==> src/rtl/da_bit_sequencer.sv <==
// da_bit_sequencer: bit-serial plane walker driving the DA LUT address and shift-accumulate control
module da_bit_sequencer #(
  parameter int DATA_WIDTH_A = 16,
  parameter int K            = 9,
  parameter int PIPE_LAT     = 1
) (
  input  logic                      clk,
  input  logic                      rst,
  input  logic                      in_valid,
  output logic                      in_ready,
  input  logic [K*DATA_WIDTH_A-1:0] A_in,
  output logic                      gen_done,
  output logic                      A0,
  output logic [K-2:0]              addr_array,
  output logic [7:0]                t,
  output logic                      acc_clr,
  output logic                      last_bit,
  output logic                      out_valid,
  input  logic                      out_ready,
  output logic                      busy
);
  typedef enum logic [2:0] {IDLE, CLR, RUN, DRAIN, VALID} state_t;

  localparam logic [7:0] T_LAST = 8'(DATA_WIDTH_A - 1);
  localparam logic [3:0] D_LAST = 4'(PIPE_LAT - 1);

  if (DATA_WIDTH_A < 1 || DATA_WIDTH_A > 256 || K < 2 || PIPE_LAT < 0 || PIPE_LAT > 15) begin : g_bad_params
    $error("da_bit_sequencer: illegal parameters DATA_WIDTH_A=%0d K=%0d PIPE_LAT=%0d", DATA_WIDTH_A, K, PIPE_LAT);
  end

  state_t                    state, state_n;
  logic [K*DATA_WIDTH_A-1:0] vec, vec_n;
  logic [7:0]                t_n;
  logic [3:0]                cnt, cnt_n;
  logic                      a0_n;
  logic [K-2:0]              addr_n;

  // next state, captured vector, bit index and drain counter
  always_comb begin
    state_n = state;
    vec_n   = vec;
    t_n     = t;
    cnt_n   = cnt;
    case (state)
      IDLE: if (in_valid && in_ready) begin
        state_n = CLR;
        vec_n   = A_in;
        t_n     = '0;
      end
      CLR: begin
        state_n = RUN;
        t_n     = '0;
      end
      RUN: if (t == T_LAST) begin
        state_n = (PIPE_LAT == 0) ? VALID : DRAIN;
        cnt_n   = '0;
      end else begin
        t_n = t + 8'd1;
      end
      DRAIN: begin
        cnt_n   = cnt + 4'd1;
        state_n = (cnt == D_LAST) ? VALID : DRAIN;
      end
      VALID: state_n = out_ready ? IDLE : VALID;
      default: state_n = IDLE;
    endcase
  end

  // LUT address for the plane about to be presented: element 0's bit selects the offset-binary polarity
  always_comb begin
    a0_n   = 1'b0;
    addr_n = '0;
    if (state_n == RUN) begin
      a0_n = vec_n[int'(t_n)];
      for (int j = 1; j < K; j++)
        addr_n[j-1] = ~(vec_n[j*DATA_WIDTH_A + int'(t_n)] ^ vec_n[int'(t_n)]);
    end
  end

  // all outputs are registered from next-state values so they line up with the state they describe
  always_ff @(posedge clk or negedge rst) begin
    if (!rst) begin
      state      <= IDLE;
      vec        <= '0;
      t          <= '0;
      cnt        <= '0;
      in_ready   <= 1'b0;
      acc_clr    <= 1'b0;
      gen_done   <= 1'b0;
      A0         <= 1'b0;
      addr_array <= '0;
      last_bit   <= 1'b0;
      out_valid  <= 1'b0;
      busy       <= 1'b0;
    end else begin
      state      <= state_n;
      vec        <= vec_n;
      t          <= t_n;
      cnt        <= cnt_n;
      in_ready   <= state_n == IDLE;
      acc_clr    <= state_n == CLR;
      gen_done   <= state_n == RUN;
      A0         <= a0_n;
      addr_array <= addr_n;
      last_bit   <= (state_n == RUN) && (t_n == T_LAST);
      out_valid  <= state_n == VALID;
      busy       <= state_n != IDLE;
    end
  end
endmodule

==> config.mk <==
export PLATFORM = sky130hd
export DESIGN_NAME = da_bit_sequencer
export DESIGN_NICKNAME = d
export VERILOG_FILES = /design/src/rtl/da_bit_sequencer.sv
export SDC_FILE = /design/constraint.sdc
export NUM_CORES = 1
export LEC_CHECK = 0
export BUFFER_PORTS_ARGS = -buffer_cell sky130_fd_sc_hd__buf_2
export CAP_MARGIN = 10
export CORE_ASPECT_RATIO = 2
export CORE_MARGIN = 2
export CORE_UTILIZATION = 36
export DETAILED_ROUTE_END_ITERATION = 7
export HOLD_SLACK_MARGIN = 0.03
export PLACE_DENSITY = 0.58
export SLEW_MARGIN = 0
export SYNTH_ARGS = -nofsm -noshare
export SYNTH_HDL_FRONTEND = slang
export SYNTH_SLANG_ARGS = --single-unit
==> constraint.sdc <==
create_clock -name clk -period 4.25 [get_ports clk]
set_clock_uncertainty 0.05 [all_clocks]
set_input_delay 0.425 -clock clk [delete_from_list [all_inputs] [get_ports clk]]
set_output_delay 0.425 -clock clk [all_outputs]
set_load 0.05 [all_outputs]
==> summary.txt <==
Clocking
  – Clock tree from TritonCTS: built
  – Total of hold buffers inserted after clock tree synthesis: 0
  – # clock sinks: 174
  – Max Buffers Root-to-Sink: 2
  – TritonCTS Buffers: 17
  – Worst skew pair latency: 0.45 ns
  – Clock root cell: sky130_fd_sc_hd__clkbuf_16
  – Number of levels in the clock H-tree: 4
  – Worst-path clk slew: 0.07 ns

Timing
  – Max Clk Rate: 0.246 GHz
  – Final count of negative-setup-slack endpoints: 0
  – Final hold viol count: 0
  – Max-slew violation count: 0
  – Minimum period implied by the final worst setup slack: 4.06 ns
  – Relative slew margins: 0.400
  – Setup TNS: 0 ns
  – Portion of the clock cycle consumed by the worst path in the final layout: 0.956
  – Worst Tran Pin Value: 0.900 ns
  – Setup repair after global routing missed its margin: yes
  – Worst hold slack after final layout: 0.0200 ns

Cells and area
  – Layout Utilization: 0.449
  – Number of nets in the layout: 1037
  – # diodes: 0
  – Fillers: 2355
  – Fraction of layout instances using a drive strength above 1: 0.506
  – Layout overhead on the synthesized area: 22.7%

GRT
  – Total congestion overflow: 0
  – Vias in the first global route: 6732
  – Maximum number of pins on one net before global-route repair: 97
  – First-pass GRT wire length: 37.5 mm
  – Overall routing resource usage: 0.194
  – Initial antenna violation count: 0

Min path
  – Class of the tightest hold or removal check: input port to async pin

Routing
  – Number of search-and-repair iterations in the first detailed-routing pass: 5
  – Routed Antenna Nets: 0
  – Number of remaining DRC errors: 0
  – Number of DRC markers after the initial detailed-route iteration: 292
  – Final routed wire length divided by cell count: 20.0 um
  – Routed via count: 6231
  – Via/cell ratio: 5.10
  – Final routed wirelength across all metal layers: 24.4 mm

Worst setup path
  – Highest net fanout along the worst path: 25
  – Critical path endpoint category: flop
  – Type of element launching the critical path: flop
  – FF-to-FF setup slack: 0.19 ns
  – Cells along the critical path: or3b_1 -> nor3_4 -> o22ai_4 -> buf_12 -> mux2_1 -> o22ai_1 -> a2111oi_2 -> a21boi_0 -> mux4_2 -> a211oi_1 -> buf_4 -> xor2_1 -> nor2_1
  – Slowest cell delay on critical path: 0.56 ns
  – CP Data Required Time: 4.51 ns
  – Delay-heaviest family, CP: compound AO/OA/AOI/OAI gates
  – Number of buffers and inverters on the critical path: 2
  – Arrival time reported for the critical path endpoint: 4.33 ns
  – Cell type of the slowest stage on the worst timing path: sky130_fd_sc_hd__or3b_1
  – Category of the most critical setup path: flop to flop

Die
  – Top-level port count: 171
  – Die width: 116 um
  – DIE AREA: 0.0263 sq mm
  – Die outline height: 227 um
  – Core Box Area: 0.0245 sq mm
  – Starting Density: 0.366
  – Row count: 81

Logic synthesis
  – Number of different library cells in the post-synthesis netlist: 74
  – Top post-synthesis cells by area: sky130_fd_sc_hd__dfrtp_1 (48%), sky130_fd_sc_hd__mux2_2 (21%), sky130_fd_sc_hd__mux2i_1 (3.6%)
  – Cell with the most instances after synthesis: sky130_fd_sc_hd__dfrtp_1
  – Flop and latch count out of synthesis: 174
  – Synthesized instance count: 688
  – Netlist area before placement: 0.00898 sq mm
  – Area leader, netlist: sky130_fd_sc_hd__dfrtp_1
  – Proportion of register bits with asynchronous set or reset after synthesis: 1.00
  – Share of synthesized area occupied by flip-flops and latches: 0.485
  – Number of synthesized flops with an enable pin: 0
  – Syn Nets: 848
  – Most used DFF post-synth: sky130_fd_sc_hd__dfrtp_1
  – Syn avg cell area: 13.1 sq um
  – Top cell type's share of synthesized area: 0.485
  – Synth top cells by count: sky130_fd_sc_hd__dfrtp_1 (174), sky130_fd_sc_hd__mux2_2 (167), sky130_fd_sc_hd__mux2i_1 (32), sky130_fd_sc_hd__nor2_1 (25), sky130_fd_sc_hd__nand2_1 (20)
  – YS warnings: 0

Power and ir drop
  – Leakage Power: 0.00495 uW
  – Pwr dens: 949 mW/mm^2
  – Max rail drop VDD: 0.462 mV

Placed design
  – Half-perimeter wire length after placement: 18.5 mm
  – Gp weighted congestion: 0.860
  – IO buf count: 170

Job
  – Number of maximum-capacitance constraint violations: 0

Run status
  – Status: finished, final reports clean
-- logic make-up after synthesis --
group,Yosys count,share of synthesized area
flip-flops,174,0.485
buffers and inverters,53,0.0365
AO/OA/AOI/OAI,88,0.0813
AND/OR/NAND/NOR,117,0.0708
adder cells (fa/ha/maj),12,0.0167
XOR/XNOR,17,0.0166
multiplexers,227,0.293
-- area by class of cell --
type / instances / area [sq um] / area share
Multi-Input combinational cell: 461 / 4360 / 0.395
Sequential cell: 174 / 4350 / 0.395
Timing Repair Buffer: 207 / 1230 / 0.112
Clock buffer: 20 / 467 / 0.0423
Tap cell: 332 / 415 / 0.0377
Clock inverter: 12 / 128 / 0.0116
Inverter: 16 / 65.1 / 0.00590
-- per-layer routing --
layer / share of wire / routed length (um) / GRT usage
met1: 0.36 / 8850 / 0.202
met2: 0.57 / 13800 / 0.373
met3: 0.039 / 952 / 0.0357
met4: 0.032 / 782 / 0.0780
met5: 0 / 0 / 0
-- sequential cells by signal, summed over array words and instances (netlist names), 3 cells and up --
register    cells
vec           144
state           3
t               8
cnt             4
addr_array      8
-- report_power, final --
group	internal (uW)	leakage, uW	total, uW	switching [uW]
clock network	869	0.000284	1580	713
registers	2460	0.00211	2710	249
logic	2850	0.00256	6170	3320
total	6180	0.00495	10500	4280
-- final timing paths --
path                                          from                 endpoint  cells after the start
worst max-delay path            state[2]$_DFF_PN0_  addr_array[0]$_DFF_PN0_                     13
worst min-delay path                           rst       vec[117]$_DFF_PN0_                      1
worst max register to register  state[2]$_DFF_PN0_  addr_array[0]$_DFF_PN0_                     13
worst min register to register   vec[99]$_DFF_PN0_        vec[99]$_DFF_PN0_                      1
max in group asynchronous                      rst        vec[45]$_DFF_PN0_                      2
min in group clk                          A_in[25]        vec[25]$_DFF_PN0_                      2
-- cell usage in the layout, fill, tap and decap left out, types with 4 or more instances in the layout --
cell type	count
sky130_fd_sc_hd__nor4_1	4
sky130_fd_sc_hd__a221oi_2	7
sky130_fd_sc_hd__mux4_2	6
sky130_fd_sc_hd__mux2_1	16
sky130_fd_sc_hd__xnor2_1	8
sky130_fd_sc_hd__or3_1	5
sky130_fd_sc_hd__mux2i_1	31
sky130_fd_sc_hd__inv_1	12
sky130_fd_sc_hd__o22ai_1	14
sky130_fd_sc_hd__buf_4	29
sky130_fd_sc_hd__dfrtp_1	174
sky130_fd_sc_hd__a211o_1	4
sky130_fd_sc_hd__nand2_1	20
sky130_fd_sc_hd__xor2_1	9
sky130_fd_sc_hd__clkinv_4	4
sky130_fd_sc_hd__mux2_2	167
sky130_fd_sc_hd__a21oi_1	9
sky130_fd_sc_hd__clkbuf_16	17
sky130_fd_sc_hd__and3_1	4
sky130_fd_sc_hd__a21o_1	4
sky130_fd_sc_hd__nand3_1	16
sky130_fd_sc_hd__ha_1	12
sky130_fd_sc_hd__a211oi_1	5
sky130_fd_sc_hd__buf_2	169
sky130_fd_sc_hd__nor2_1	25
sky130_fd_sc_hd__o21ai_0	7
sky130_fd_sc_hd__buf_12	8
sky130_fd_sc_hd__nor3_1	18
-- repair_timing --
item                                    in CTS  in global routing
endpoints found under the setup margin       0                  7
setup buffers                                0                  1
resized for setup                            0                  8
-- metrics by stage --
| stage | cells | power [uW] | worst slack [ns] | area (sq um) |
|---|---|---|---|---|
| final | 1222 | 10500 | 0.188 | 11000 |
| after CTS | 1221 | 10400 | 0.0862 | 11000 |
| after floorplan | 688 | 7120 | 0.407 | 8980 |
| after detailed placement | 1189 | 8780 | 0.112 | 10400 |
| after global routing | 1222 | 11100 | -0.0378 | 11000 |
| after global placement | 1189 | 8690 | 0.195 | 10400 |
No activity file was read; power rests on OpenSTA's default activity.
